[config.mk]
export PLATFORM = sky130hd
export DESIGN_NAME = rf_write_scheduler_flat
export DESIGN_NICKNAME = d
export VERILOG_FILES = /design/src/rtl/mips_pkg.sv /design/src/rtl/rf_write_scheduler_if.sv /design/src/rtl/rf_result_fifo.sv /design/src/rtl/rf_write_scheduler.sv /design/src/flat_wrapper.sv
export SDC_FILE = /design/constraint.sdc
export NUM_CORES = 1
export LEC_CHECK = 0
export CAP_MARGIN = 30
export CORE_MARGIN = 8
export CORE_UTILIZATION = 35
export DETAILED_ROUTE_END_ITERATION = 16
export DONT_BUFFER_PORTS = 1
export PLACE_DENSITY = 0.47
export SLEW_MARGIN = 20
export SYNTH_ARGS = -nofsm -noshare
export SYNTH_HDL_FRONTEND = slang
export SYNTH_SLANG_ARGS = --single-unit
[constraint.sdc]
create_clock -name clock -period 4.55 [get_ports clock]
set_input_delay 0.6825 -clock clock [delete_from_list [all_inputs] [get_ports clock]]
set_output_delay 0.6825 -clock clock [all_outputs]
set_load 0.02 [all_outputs]
[src/rtl/mips_pkg.sv]
// Shared register-file types and widths for the MIPS core.
package mips_pkg;

  localparam int unsigned REG_W    = 5;
  localparam int unsigned DATA_W   = 32;
  localparam int unsigned NUM_REGS = 32;

  typedef logic [REG_W-1:0]  reg_idx_t;
  typedef logic [DATA_W-1:0] data_t;

  localparam reg_idx_t REG_ZERO = '0;

  // One pending mult/div writeback.
  typedef struct packed {
    reg_idx_t rd;
    data_t    data;
  } rf_entry_t;

endpackage

[src/rtl/rf_write_scheduler_if.sv]
// Mult/div result handshake into the register-file write scheduler.
interface rf_write_scheduler_if;
  import mips_pkg::*;

  logic     md_valid;
  logic     md_ready;
  reg_idx_t md_reg;
  data_t    md_data;

  modport master (output md_valid, output md_reg, output md_data, input md_ready);
  modport slave  (input md_valid, input md_reg, input md_data, output md_ready);

endinterface

[src/rtl/rf_result_fifo.sv]
// Small power-of-two FIFO of completed mult/div results awaiting the write port.
module rf_result_fifo
  import mips_pkg::*;
#(
  parameter int unsigned BUF_DEPTH = 2
) (
  input  logic                     clock,
  input  logic                     reset,
  input  logic                     push,
  input  rf_entry_t                push_entry,
  input  logic                     pop,
  output rf_entry_t                head,
  output logic                     full,
  output logic                     empty,
  output logic [$clog2(BUF_DEPTH):0] count
);

  localparam int unsigned PtrW = $clog2(BUF_DEPTH);
  localparam logic [PtrW:0] Depth = (PtrW + 1)'(BUF_DEPTH);

  rf_entry_t       mem_q [BUF_DEPTH];
  logic [PtrW-1:0] rd_q, wr_q;
  logic [PtrW:0]   count_q, count_d;
  logic            do_push, do_pop;

  assign full    = (count_q == Depth);
  assign empty   = (count_q == '0);
  assign count   = count_q;
  assign head    = mem_q[rd_q];
  assign do_push = push & ~full;
  assign do_pop  = pop & ~empty;

  always_comb begin
    count_d = count_q;
    case ({do_push, do_pop})
      2'b10:   count_d = count_q + 1'b1;
      2'b01:   count_d = count_q - 1'b1;
      default: count_d = count_q;
    endcase
  end

  always_ff @(posedge clock) begin
    if (reset) begin
      rd_q    <= '0;
      wr_q    <= '0;
      count_q <= '0;
    end else begin
      count_q <= count_d;
      if (do_push) wr_q <= wr_q + 1'b1;
      if (do_pop)  rd_q <= rd_q + 1'b1;
    end
  end

  // Storage needs no reset; occupancy is tracked by the pointers.
  always_ff @(posedge clock) begin
    if (do_push) mem_q[wr_q] <= push_entry;
  end

endmodule

[src/rtl/rf_write_scheduler.sv]
// Arbitrates the single register-file write port between WB and buffered mult/div results,
// with a starvation hold and a scoreboard of registers awaiting mult/div writes.
module rf_write_scheduler
  import mips_pkg::*;
#(
  parameter int unsigned BUF_DEPTH    = 2,
  parameter int unsigned STARVE_LIMIT = 4
) (
  input  logic                  clock,
  input  logic                  reset,
  input  logic                  pipe_wr_en,
  input  reg_idx_t              pipe_wr_reg,
  input  data_t                 pipe_wr_data,
  rf_write_scheduler_if.slave   md,
  input  logic                  md_issue,
  input  reg_idx_t              md_issue_reg,
  input  reg_idx_t              rs,
  input  reg_idx_t              rt,
  output logic                  dec_stall,
  output logic [NUM_REGS-1:0]   busy_mask,
  output logic                  hold_pipe,
  output logic                  rf_write_enable,
  output reg_idx_t              rf_write_reg,
  output data_t                 rf_wr_data
);

  localparam int unsigned CntW  = $clog2(BUF_DEPTH) + 1;
  localparam int unsigned WaitW = $clog2(STARVE_LIMIT + 1);
  localparam logic [CntW-1:0]  Depth   = CntW'(BUF_DEPTH);
  localparam logic [WaitW-1:0] WaitMax = WaitW'(STARVE_LIMIT);

  logic                pipe_go, pop, push;
  logic                fifo_full, fifo_empty;
  logic [CntW-1:0]     fifo_count;
  rf_entry_t           head, push_entry;
  logic [WaitW-1:0]    wait_q, wait_d;
  logic [NUM_REGS-1:0] busy_q, busy_d;

  rf_result_fifo #(
    .BUF_DEPTH (BUF_DEPTH)
  ) u_fifo (
    .clock      (clock),
    .reset      (reset),
    .push       (push),
    .push_entry (push_entry),
    .pop        (pop),
    .head       (head),
    .full       (fifo_full),
    .empty      (fifo_empty),
    .count      (fifo_count)
  );

  assign md.md_ready = (fifo_count < Depth);
  // r0 results complete the handshake but are never buffered.
  assign push        = md.md_valid & md.md_ready & (md.md_reg != REG_ZERO);
  assign push_entry  = '{rd: md.md_reg, data: md.md_data};

  assign hold_pipe = (wait_q == WaitMax);
  assign pipe_go   = ~reset & pipe_wr_en & (pipe_wr_reg != REG_ZERO) & ~hold_pipe;
  assign pop       = ~reset & ~fifo_empty & ~pipe_go;

  assign busy_mask = busy_q;
  assign dec_stall = busy_q[rs] | busy_q[rt];

  always_comb begin
    rf_write_enable = pipe_go | pop;
    rf_write_reg    = '0;
    rf_wr_data      = '0;
    if (pipe_go) begin
      rf_write_reg = pipe_wr_reg;
      rf_wr_data   = pipe_wr_data;
    end else if (pop) begin
      rf_write_reg = head.rd;
      rf_wr_data   = head.data;
    end
  end

  always_comb begin
    wait_d = wait_q;
    if (fifo_empty || pop) begin
      wait_d = '0;
    end else if (wait_q != WaitMax) begin
      wait_d = wait_q + 1'b1;
    end
  end

  // Set after clear so a same-cycle issue to the popped register stays busy.
  always_comb begin
    busy_d = busy_q;
    if (pop) busy_d[head.rd] = 1'b0;
    if (md_issue && (md_issue_reg != REG_ZERO)) busy_d[md_issue_reg] = 1'b1;
  end

  always_ff @(posedge clock) begin
    if (reset) begin
      wait_q <= '0;
      busy_q <= '0;
    end else begin
      wait_q <= wait_d;
      busy_q <= busy_d;
    end
  end

  a_no_push_when_full : assert property (@(posedge clock) disable iff (reset)
    fifo_full |-> !push);

endmodule

[src/flat_wrapper.sv]
// flat-port wrapper written by rule: the top's interface ports become plain ports
module rf_write_scheduler_flat import mips_pkg::*;
#(
  parameter int unsigned BUF_DEPTH    = 2,
  parameter int unsigned STARVE_LIMIT = 4
)
  (clock, reset, pipe_wr_en, pipe_wr_reg, pipe_wr_data, md_issue, md_issue_reg, rs, rt, dec_stall, busy_mask, hold_pipe, rf_write_enable, rf_write_reg, rf_wr_data, md_md_valid, md_md_reg, md_md_data, md_md_ready);
  rf_write_scheduler_if md_i ();
  input  logic clock;
  input  logic reset;
  input  logic pipe_wr_en;
  input  reg_idx_t pipe_wr_reg;
  input  data_t pipe_wr_data;
  input  logic md_issue;
  input  reg_idx_t md_issue_reg;
  input  reg_idx_t rs;
  input  reg_idx_t rt;
  output logic dec_stall;
  output logic [NUM_REGS-1:0] busy_mask;
  output logic hold_pipe;
  output logic rf_write_enable;
  output reg_idx_t rf_write_reg;
  output data_t rf_wr_data;
  input wire logic [$bits(md_i.md_valid)-1:0] md_md_valid;
  input wire logic [$bits(md_i.md_reg)-1:0] md_md_reg;
  input wire logic [$bits(md_i.md_data)-1:0] md_md_data;
  output wire logic [$bits(md_i.md_ready)-1:0] md_md_ready;
  assign md_i.md_valid = md_md_valid;
  assign md_i.md_reg = md_md_reg;
  assign md_i.md_data = md_md_data;
  assign md_md_ready = md_i.md_ready;
  rf_write_scheduler #(.BUF_DEPTH(BUF_DEPTH), .STARVE_LIMIT(STARVE_LIMIT)) u_core (.clock(clock), .reset(reset), .pipe_wr_en(pipe_wr_en), .pipe_wr_reg(pipe_wr_reg), .pipe_wr_data(pipe_wr_data), .md(md_i), .md_issue(md_issue), .md_issue_reg(md_issue_reg), .rs(rs), .rt(rt), .dec_stall(dec_stall), .busy_mask(busy_mask), .hold_pipe(hold_pipe), .rf_write_enable(rf_write_enable), .rf_write_reg(rf_write_reg), .rf_wr_data(rf_wr_data));
endmodule
### Yosys cells after proc, flatten, opt, wreduce, memory -nomap -nowiden

Memory sizes are Yosys's and may differ from the RTL's. A register that Yosys moved wholly into a read port is not among the register bits.
Index checks and enable logic that the tools add are counted.

| word-level totals | value |
|---|---|
| memory bits (writable) | 74 |
| output and inout bits | 73 |
| input bits | 94 |
| flip-flop bits (word level) | 39 |
| word-level logic and storage cells | 71 |
| memories kept | 1 |

| cells by class | value |
|---|---|
| equal/unequal tests | 5 |
| mux-type cells | 19 |
| reduce and logical (&&, ||, !) cells | 10 |
| add/subtract/negate cells | 5 |
| bitwise operators | 19 |
| order comparisons | 7 |

Memories:

| memory | words | bits a word | rd ports | clocked after memory_dff | write ports | RTL line | source |
|---|---|---|---|---|---|---|---|
| u_core.u_fifo.mem_q | 2 | 37 | 1 | 1 | 1 | rf_result_fifo.sv:21 | `rf_entry_t mem_q [BUF_DEPTH];` |

Operators by type and width:

| cell | count |
|---|---|
| $mux W32 | 4 |
| $and A32 B32 Y32 | 1 |
| $not A32 Y32 | 1 |
| $or A32 B32 Y32 | 1 |
| $lt A5 B6 Y1 const B | 4 |
| $reduce_bool A5 Y1 | 3 |
| $bmux W1 S5 | 2 |
| $demux W1 S5 | 2 |
| $ge A5 B1 Y1 const B | 2 |
| $mux W5 | 2 |
| $and A1 B1 Y1 | 9 |
| $mux W1 | 8 |
| $not A1 Y1 | 5 |
| $eq A2 B2 Y1 const B | 2 |
| $pmux W2 S2 | 1 |
| $add A3 B1 Y3 const B | 1 |
| $eq A3 B3 Y1 const B | 1 |
| $logic_and A1 B1 Y1 | 3 |
| $ne A3 B3 Y1 const B | 1 |
| $add A1 B1 Y1 const B | 2 |
| $add A2 B1 Y2 const B | 1 |
| $eq A2 B1 Y1 const B | 1 |
| $logic_not A2 Y1 | 1 |
| $lt A2 B2 Y1 const B | 1 |
| 5 further kinds | 6 |

### Depth between registers and ports, before layout

Gate-level depths: netlist of the first run.

| logic depth | value |
|---|---|
| depth in word-level cells | 9 |
| depth in mapped cells | 11 |
| mapped depth without buffers | 10 |

### By module

A second synthesis of the first run with hierarchy kept.

| second synthesis, totals | value |
|---|---|
| cells, all modules | 449 |
| area, all modules | 5,410.2 um2 |

By module, submodules not included:

| module | instances | cells an instance | seq. area each (um2) | area each (um2) |
|---|---|---|---|---|
| rf_result_fifo | 1 | 141 | 2,322.2 | 2,882.8 |
| rf_write_scheduler | 1 | 308 | 700.7 | 2,527.4 |

### Worst setup path after synthesis of the first run

Ideal clock, no wire load.

| path | value |
|---|---|
| path type | in2out |
| from | input pipe_wr_reg[2] |
| to | output rf_wr_data[10] |
| setup slack | 1.550 ns |
| arrival time | 2.318 ns |
| cell stages on the path | 6 |
| buffers on the path | 2 |
| path through | or4_4 -> o211ai_2 -> nand2b_1 -> clkbuf_1 -> buf_1 -> o21ai_1 |

| between the ends | value |
|---|---|
| longest elaborated chain between the ends | 7 |

Ends and longest elaborated chain:

| what | RTL line | source |
|---|---|---|
| start: declaration | flat_wrapper.sv:12 | `input reg_idx_t pipe_wr_reg;` |
| $reduce_bool A5 Y1 (*) | rf_write_scheduler.sv:59 | `assign pipe_go = ~reset & pipe_wr_en & (pipe_wr_reg != REG_ZERO) & ~hold_pipe;` |
| $and A1 B1 Y1 (*) (2 in series) | rf_write_scheduler.sv:59 |  |
| $not A1 Y1 | rf_write_scheduler.sv:60 | `assign pop = ~reset & ~fifo_empty & ~pipe_go;` |
| $and A1 B1 Y1 | rf_write_scheduler.sv:60 |  |
| $mux W32 | rf_write_scheduler.sv:72 | `end else if (pop) begin` |
| $mux W32 (*) | rf_write_scheduler.sv:69 | `if (pipe_go) begin` |
| end: declaration | flat_wrapper.sv:23 | `output data_t rf_wr_data;` |

Every way passes the cells marked *; elsewhere a longest branch is shown, timed or not.

### Final worst setup path of the first run

| path | value |
|---|---|
| from | input pipe_wr_reg[2] |
| to | output rf_wr_data[4] |

Same word-level chain as after synthesis.

==> impl_metrics.tcl, run 1 <==
set metrics [dict create \
    switching_share 0.301 \
    insertedDiodeCount 0 \
    leakagePower_nw 2.06 \
    r2r_cells 10 \
    slew_violations 0 \
    clkSlewWorstSetupHoldPaths_ps 60 \
    finalNetCount 589 \
    drc_errors 0 \
    dieWidth_um 140 \
    layout_common_cells "74 x edfxtp_1, 68 x nand2_1, 41 x a21oi_1, 40 x mux2i_1, 39 x dfxtp_1" \
    core-area_um2 15100 \
    final_hold_viol_count 0 \
    fillerInstances 1457 \
    cp.arrival_ps 2370 \
    pwr-share-seq 0.395 \
    tns_ps 0 \
    wirelength_um 14600 \
    worstSetupEndpoint "rf_wr_data[4]" \
    grt_pass1_vias 3970 \
    yosysUniqueCellTypes 45 \
    required_ps 3870 \
    min_period_over_period 0.671 \
    slew_headroom 0.316 \
    grt_overflow 0 \
    clockRootBuffer "clkbuf_16" \
    internal_power_mw 2.34 \
    clkPwrFrac 0.415 \
    grt_max_degree 41 \
    postSynthCellCount 484 \
    worstReg2RegStart "u_core.wait_q[0]" \
    hp-class "primary input to flip-flop" \
    antenna_found_initial 0 \
    insertion_delay_ps 420 \
    die_y_um 140 \
    ys_seq_area_frac 0.566 \
    mappedNetlistArea_um2 5350 \
    grt_pass1_wl_um 22600 \
    drt-vias-per-instance 5.48 \
    outcome "completed" \
    finalPower_mw 3.35 \
    syn_nets 581 \
    ys_ff_latch 114 \
    fmax_mhz 327 \
    holdPathStages 1 \
    avgSynthCellArea_um2 11.0 \
    mostFrequentLayoutCell "edfxtp_1" \
    synth_top_area_frac 0.416 \
    wire_per_inst_um 21.0 \
    rr_endpoint "u_core.u_fifo.count[1]" \
    skew_ps 10.3 \
    ant_nets 0 \
    yosysWarningCount 0 \
    rsz0062_at_grt "no" \
    io_pins 167 \
    r2r_setup_slack_ps 2120 \
    multi_input_area_um2 2200 \
    rows 45 \
    grt_use_total 0.151 \
    port_buffers 0 \
    post_cts_buffers 0 \
    holdBufCountCts 0 \
    power_density_nw_per_um2 534 \
    ys_async_sr_fraction 0 \
    pwr-share-comb 0.190 \
    tritoncts "built" \
    cts_buffers 17 \
    synth-edff-count 74 \
    routed-via-count 3798 \
    crit_path_end_kind "primary output" \
    drt-pass1-iter-count 5 \
    start_kind "primary input" \
    ys_top_cells_by_area "edfxtp_1 42%, dfxtp_1 15%, mux2i_1 7.5%" \
    cp_max_fo 37 \
    tightestPinTransition_ps 1030 \
    drive_above_1_share 0.135 \
    cts_resized 0 \
    syn2layout_area_growth_pct 17.2 \
    post_dp_cell_area_um2 5640 \
    globalplace.congestion 0.758 \
    clockBufferDepth 2 \
    die-area_um2 19500 \
    period_needed_ps 3050 \
    dpl.hpwl_um 10900 \
    p_switching_mw 1.01 \
    clock_sinks 114 \
    irDropWorstVdd_uv 302 \
    first_iter_violations 265 \
    critPathKind "primary input to primary output" \
    yosys.area.top_type "edfxtp_1" \
    max-cap-violations 0 \
    cp-startpoint "pipe_wr_reg[2]" \
    register_area_um2 3020 \
    ys.flop_type "edfxtp_1" \
    setup_viol 0 \
    htreeDepth 4 \
    finalInstanceArea_um2 6260 \
    start_util 0.354 \
]
==> power groups by stage <==
stage / registers (mW) / logic [mW] / clock network, mW
after detailed placement: 1.34 / 0.650 / 0
after floorplan: 1.31 / 0.489 / 0
after global routing: 1.34 / 0.695 / 1.46
after global placement: 1.34 / 0.614 / 0
after CTS: 1.32 / 0.651 / 1.41
final: 1.32 / 0.636 / 1.39
==> critical path, cell delays in order <==
cell	delay [ps]
or4_4	540
o211ai_2	330
nand2b_1	90
buf_4	250
o21ai_1	460
==> cells by family (layout without fill, tap and decap cells) <==
kind of cell             after synthesis  after routing  share of synthesized area
adder cells (fa/ha/maj)                3              3                    0.00702
XOR/XNOR                               4              4                    0.00656
AO/OA/AOI/OAI                        130            130                      0.140
multiplexers                          55             55                      0.130
buffers and inverters                 35             56                     0.0250
AND/OR/NAND/NOR                      143            143                      0.126
flip-flops                           114            114                      0.566
==> registers in the layout (all words and copies together) (netlist names), named ones only <==
signal / flops
u_core.u_fifo.count: 2
u_core.u_fifo.wr_q: 1
u_core.u_fifo.rd_q: 1
u_core.u_fifo.mem_q: 74
u_core.wait_q: 3
u_core.busy_mask: 32
==> per-layer routing <==
metal	GRT usage	wire (um)	up-vias
met3	0.0708	1460	19
met2	0.243	7060	145
met4	0.0623	227	0
met1	0.171	5830	1827
met5	0	0	-
li1	-	-	1807
==> cell type report <==
cell class / instances / share of cell area
Inverter: 11 / 0.00659
Sequential cell: 114 / 0.483
Tap cell: 188 / 0.0376
Multi-Input combinational cell: 335 / 0.352
Clock buffer: 17 / 0.0679
Clock inverter: 15 / 0.0314
Timing Repair Buffer: 13 / 0.0220
==> through the flow <==
stage | instances | util | worst slack, ps | hold WS (ps)
after floorplan | 484 | - | 1550 | 417
after global placement | 659 | 0.370 | 1540 | 430
after detailed placement | 661 | 0.374 | 1490 | 454
after CTS | 693 | 0.415 | 1490 | 316
after global routing | 693 | 0.415 | 1410 | 314
final | 693 | 0.415 | 1500 | 339
==> cell usage after synthesis (2+ instances only) <==
| master | instances |
|---|---|
| nand3b_1 | 3 |
| mux4_2 | 11 |
| buf_1 | 6 |
| o21ai_1 | 36 |
| nand3_1 | 6 |
| nor3b_1 | 2 |
| or4_4 | 2 |
| nand4_1 | 3 |
| nand2_1 | 68 |
| o21ai_0 | 24 |
| buf_2 | 2 |
| a311oi_1 | 3 |
| mux2_2 | 4 |
| edfxtp_1 | 74 |
| and3_1 | 2 |
| xnor2_1 | 3 |
| dfxtp_1 | 40 |
| a21oi_1 | 41 |
| a32oi_1 | 2 |
| clkbuf_1 | 16 |
| o211ai_1 | 2 |
| a211oi_1 | 10 |
| o31ai_1 | 4 |
| nor2b_1 | 16 |
| ha_1 | 3 |
| inv_1 | 10 |
| nor2_1 | 24 |
| mux2i_1 | 40 |
| nand2b_1 | 7 |
| a22oi_1 | 2 |
| nor3_1 | 4 |
==> how the worst min path moves through the flow <==
stage	slack (ps)	endpoint	from
2_1_floorplan	420	u_core.wait_q[0]	u_core.wait_q[0]
3_3_place_gp	430	u_core.wait_q[0]	u_core.wait_q[0]
3_5_place_dp	450	u_core.wait_q[0]	u_core.wait_q[0]
4_1_cts	320	u_core.busy_mask[20]	reset
5_1_grt	310	u_core.busy_mask[20]	reset
6_report	340	u_core.busy_mask[20]	reset
Note: power is estimated with default switching activity, not from simulation.
==> run 2, diff against run 1 <==
--- a/config.mk
+++ b/config.mk
@@ -10,7 +10,7 @@
 export CORE_UTILIZATION = 35
 export DETAILED_ROUTE_END_ITERATION = 16
 export DONT_BUFFER_PORTS = 1
-export PLACE_DENSITY = 0.47
+export PLACE_DENSITY = 0.49
 export SLEW_MARGIN = 20
 export SYNTH_ARGS = -nofsm -noshare
 export SYNTH_HDL_FRONTEND = slang
==> constraint.sdc (replaced) <==
create_clock -name clock -period 2.6 [get_ports clock]
set_input_delay 0.39 -clock clock [delete_from_list [all_inputs] [get_ports clock]]
set_output_delay 0.39 -clock clock [all_outputs]
set_load 0.02 [all_outputs]
==> run 2 against run 1 <==
Effect of this change:
- sequential share of layout area decreased by 1.7 points
- wire length is 0.18% lower
- worst hold slack got worse by 290 ps
- flip-flop and latch count unchanged
- global-route usage down 0.22 points
- critical path depth did not move
- highest routed layer unchanged
==> impl_metrics.tcl, run 2 (same netlist as run 1, synthesis figures left out) <==
set metrics [dict create \
    outcome "completed" \
    core-area_um2 15100 \
    r2r_cells 9 \
    dieWidth_um 140 \
    cp.arrival_ps 2050 \
    routed-via-count 3895 \
    critPathSlowestCell "mux4_2" \
    rr_endpoint "u_core.u_fifo.count[1]" \
    power_density_nw_per_um2 904 \
    wirelength_um 14500 \
    utilization 0.430 \
    grt_use_total 0.149 \
    post_cts_buffers 0 \
    grt_overflow 0 \
    mostFrequentLayoutCell "edfxtp_1" \
    fmax_mhz 410 \
    final_hold_viol_count 0 \
    crit_chain "mux4_2 > nor2_1 > a311oi_1 > a311oi_1 > nand4_1" \
    globalplace.congestion 0.791 \
    rsz0062_at_grt "no" \
    critPathKind "flip-flop to primary output" \
    skew_ps 10.1 \
    setup_viol 0 \
    ant_nets 0 \
    die-area_um2 19500 \
    final-instance-count-excl-fill 727 \
    whs_ps 49.1 \
    start_kind "flip-flop" \
    r2r_setup_slack_ps 580 \
    registers.top_by_ff_count "u_core.u_fifo.mem_q" \
    grt_max_degree 41 \
    slew_violations 0 \
    first_iter_violations 250 \
    max-cap-violations 0 \
    drc_errors 0 \
    cts_buffers 17 \
    clkSlewWorstSetupHoldPaths_ps 60 \
    drive_above_1_share 0.184 \
    clockRootBuffer "clkbuf_16" \
    rows 45 \
    switching_share 0.288 \
    crit_top_cell "a311oi_1" \
    path_delay_family "multiplexers" \
    tritoncts "built" \
    p_switching_mw 1.69 \
    wire_per_inst_um 20.0 \
    layout_common_cells "74 x edfxtp_1, 68 x nand2_1, 45 x buf_4, 41 x a21oi_1, 40 x mux2i_1" \
    cp.depth 5 \
    cp-startpoint "u_core.busy_mask[19]" \
    crit_path_end_kind "primary output" \
    syn2layout_area_growth_pct 21.5 \
    period_needed_ps 2440 \
    min_period_over_period 0.938 \
    tns_ps 0 \
    busiest_layer "met2" \
    tightestPinTransition_ps 930 \
    htreeDepth 4 \
    met3_usage 0.0749 \
    required_ps 2210 \
    start_util 0.354 \
    critical_path.max_stage_delay_ps 520 \
    grt_pass1_wl_um 22400 \
    dpl.hpwl_um 10600 \
    port_buffers 0 \
    clockBufferDepth 2 \
    post_dp_cell_area_um2 5890 \
    insertion_delay_ps 400 \
    clkPwrFrac 0.391 \
    worstReg2RegStart "u_core.wait_q[0]" \
    worstSetupEndpoint "dec_stall" \
    pwr-share-comb 0.221 \
    slew_headroom 0.379 \
    leakagePower_nw 2.22 \
    internal_power_mw 4.18 \
    io_pins 167 \
    die_y_um 140 \
    dp.cells 696 \
    largest_reg_flops 74 \
    drt-vias-per-instance 5.36 \
    finalNetCount 624 \
    use_met1 0.158 \
    hp-class "primary input to flip-flop" \
    pwr-share-seq 0.389 \
    finalInstanceArea_um2 6490 \
    drt-pass1-iter-count 4 \
    cp_max_fo 4 \
    clock_sinks 114 \
    crit_buf_inv 0 \
    grtUsageMet2 0.253 \
    irDropWorstVdd_uv 429 \
    grt_pass1_vias 4066 \
    insertedDiodeCount 0 \
    antenna_found_initial 0 \
]
[run 2: how the worst min path moves through the flow]
stage	depth (start not counted)	slack [ps]	startpoint	to
2_1_floorplan	1	420	u_core.wait_q[0]	u_core.wait_q[0]
3_3_place_gp	1	430	u_core.wait_q[0]	u_core.wait_q[0]
3_5_place_dp	1	440	u_core.wait_q[0]	u_core.wait_q[0]
4_1_cts	1	30	reset	u_core.busy_mask[7]
5_1_grt	1	20	reset	u_core.busy_mask[5]
6_report	1	50	reset	u_core.busy_mask[4]
[run 2: area by class of cell]
type                       count  area (um2)
inverter                      11        41.3
clock buffer                  17         425
multi-input combinational    335        2200
tap                          188         235
fill                        1431        8600
sequential                   114        3020
timing repair buffer          48         398
clock inverter                14         165
[run 2: routing by layer]
metal,vias to the layer above,wire [um]
met5,-,0
met4,0,105
met3,6,1450
met2,150,7220
met1,1855,5780
li1,1884,-
[run 2: metrics by stage]
stage                     power (mW)  setup slack (ps)
after floorplan                 3.15              -108
after global placement          3.61               381
after detailed placement        3.62               369
after CTS                       5.94              66.3
after global routing            6.15              4.23
final                           5.87               160
[run 2: repair_timing]
item / CTS / global route
hold buffers: 0 / 0
endpoints found under the hold margin: 0 / 0
resized for setup: 0 / 3
setup endpoints to repair: 0 / 36
[run 2: power by group through the flow]
stage	clock [mW]	sequential, mW	combinational [mW]
2_1_floorplan	0	2.30	0.856
3_3_place_gp	0	2.31	1.30
3_5_place_dp	0	2.32	1.30
4_1_cts	2.34	2.28	1.31
5_1_grt	2.43	2.30	1.41
6_report	2.29	2.28	1.29
[run 2: worst register-to-register path: stages (launching register included)]
cell      delay [ps]
dfxtp_1          350
inv_1             50
ha_1             200
nand2_1          170
o211ai_2         120
nand2b_1         170
inv_2             70
ha_1             320
or3_1            380
a21oi_1          130
==> run 3, diff against run 2 <==
--- a/config.mk
+++ b/config.mk
@@ -10,7 +10,6 @@
 export CORE_UTILIZATION = 35
 export DETAILED_ROUTE_END_ITERATION = 16
 export DONT_BUFFER_PORTS = 1
-export PLACE_DENSITY = 0.49
 export SLEW_MARGIN = 20
 export SYNTH_ARGS = -nofsm -noshare
 export SYNTH_HDL_FRONTEND = slang
==> run 3 against run 2 <==
Effect of this change:
- global-route usage grew 0.49 points
- critical path depth unchanged
- core utilization is 0.22 points lower
- critical endpoint unchanged
- maximum frequency down 1.3%
- power shrank 2.6%
- sequential share of layout area up 0.23 points
- wire length rose by 6.8%
- worst setup slack worse by 32 ps
- clock skew decreased by 4.4 ps
- critical path type unchanged
- cell count unchanged
==> impl_metrics.tcl, run 3 (same netlist as run 1, synthesis figures left out) <==
set metrics [dict create \
    routed-via-count 4035 \
    skew_ps 5.66 \
    slew_violations 0 \
    setup_viol 0 \
    start_util 0.354 \
    grt_max_degree 41 \
    insertedDiodeCount 0 \
    drive_above_1_share 0.187 \
    insertion_delay_ps 410 \
    clkPwrFrac 0.373 \
    wire_per_inst_um 21.4 \
    grt_overflow 0 \
    htreeDepth 4 \
    max-cap-violations 0 \
    io_pins 167 \
    period_needed_ps 2470 \
    start_kind "flip-flop" \
    clockBufferDepth 2 \
    crit_top_cell "a311oi_1" \
    rr_endpoint "u_core.u_fifo.count[1]" \
    rsz0062_at_grt "no" \
    internal_power_mw 3.99 \
    tritoncts "built" \
    rows 45 \
    leakagePower_nw 2.19 \
    post_cts_buffers 0 \
    registers.top_by_ff_count "u_core.u_fifo.mem_q" \
    dp.cells 694 \
    worstSetupEndpoint "dec_stall" \
    port_buffers 0 \
    critPathKind "flip-flop to primary output" \
    hp-class "primary input to flip-flop" \
    drt-vias-per-instance 5.55 \
    final-instance-count-excl-fill 727 \
    clkSlewWorstSetupHoldPaths_ps 50 \
    grt_pass1_wl_um 23200 \
    required_ps 2210 \
    critical_path.max_stage_delay_ps 500 \
    r2r_cells 9 \
    fmax_mhz 405 \
    ant_nets 0 \
    syn2layout_area_growth_pct 20.9 \
    crit_path_end_kind "primary output" \
    mostFrequentLayoutCell "edfxtp_1" \
    first_iter_violations 235 \
    layout_common_cells "74 x edfxtp_1, 67 x nand2_1, 43 x buf_4, 41 x a21oi_1, 40 x mux2i_1" \
    r2r_setup_slack_ps 510 \
    cts_resized 0 \
    utilization 0.428 \
    critPathSlowestCell "mux4_2" \
    pwr-share-comb 0.226 \
    switching_share 0.302 \
    globalplace.congestion 0.878 \
    clock_sinks 114 \
    worstReg2RegStart "u_core.wait_q[0]" \
    finalNetCount 623 \
    dpl.hpwl_um 11200 \
    power_density_nw_per_um2 885 \
    tightestPinTransition_ps 913 \
    cp_max_fo 4 \
    holdBufCountCts 0 \
    final_hold_viol_count 0 \
    die-area_um2 19500 \
    p_switching_mw 1.72 \
    core-area_um2 15100 \
    irDropWorstVdd_uv 496 \
    whs_ps 53.1 \
    pwr-share-seq 0.401 \
    die_y_um 140 \
    outcome "completed" \
    wirelength_um 15500 \
    grt_pass1_vias 4235 \
    largest_reg_flops 74 \
    drc_errors 0 \
    cp.arrival_ps 2080 \
    dieWidth_um 140 \
    crit_chain "mux4_2 > nor2_1 > a311oi_1 > a311oi_1 > nand4_1" \
    cts_buffers 17 \
    drt-pass1-iter-count 7 \
    grt_use_total 0.154 \
    cp-startpoint "u_core.busy_mask[19]" \
    slew_headroom 0.391 \
    clockRootBuffer "clkbuf_16" \
    antenna_found_initial 0 \
    min_period_over_period 0.951 \
]
run 3: changes by cell type in the layout (fill, tap and decap cells not counted), sizes merged:
cell / before / now
o211a: 1 / 2
buf: 48 / 46
clkinv: 8 / 5
bufinv: 3 / 1
clkbuf: 17 / 19
inv: 12 / 13
clkinvlp: 2 / 5
run 3: area by class of cell:
cell class	instances	area, um2
fill	1407	8630
sequential	114	3020
multi-input combinational	336	2230
clock buffer	19	433
timing repair buffer	46	383
tap	188	235
clock inverter	13	113
inverter	11	41.3
run 3: how the worst min path moves through the flow:
stage,slack (ps),from,to,depth (start not counted)
CTS,20,reset,flip-flop,1
detailed placement,440,u_core.wait_q[0],u_core.wait_q[0],1
global route,30,reset,u_core.u_fifo.count[0],1
finish,50,reset,flip-flop,1
global placement,420,u_core.wait_q[0],u_core.wait_q[0],1
floorplan,420,u_core.wait_q[0],u_core.wait_q[0],1
run 3: worst max-delay path: cells and delay by family, from the launching register on:
family | cells | cell delay, ps
compound gates | 2 | 340
mux | 1 | 500
simple gates | 2 | 420
flops | 1 | 410
run 3: layer usage:
metal,GRT usage,share of wire,vias up
met5,0,0,-
met1,0.161,0.38,1913
li1,-,-,1885
met4,0.0531,0.014,0
met2,0.246,0.46,223
met3,0.101,0.15,14
run 3: through the flow:
stage	total power [mW]	setup WS, ps	instance area (um2)	setup TNS, ps
after floorplan	3.15	-108	5350	-7970
after global routing	5.96	14.6	6460	0
after global placement	3.59	335	5890	0
after CTS	5.77	13.4	6430	0
after detailed placement	3.62	309	5890	0
final	5.72	128	6460	0
run 3: power groups by stage:
stage / combinational (mW) / sequential, mW / clock, mW
CTS: 1.30 / 2.30 / 2.18
detailed placement: 1.29 / 2.33 / 0
global route: 1.39 / 2.32 / 2.25
global placement: 1.27 / 2.32 / 0
finish: 1.29 / 2.29 / 2.13
floorplan: 0.856 / 2.30 / 0
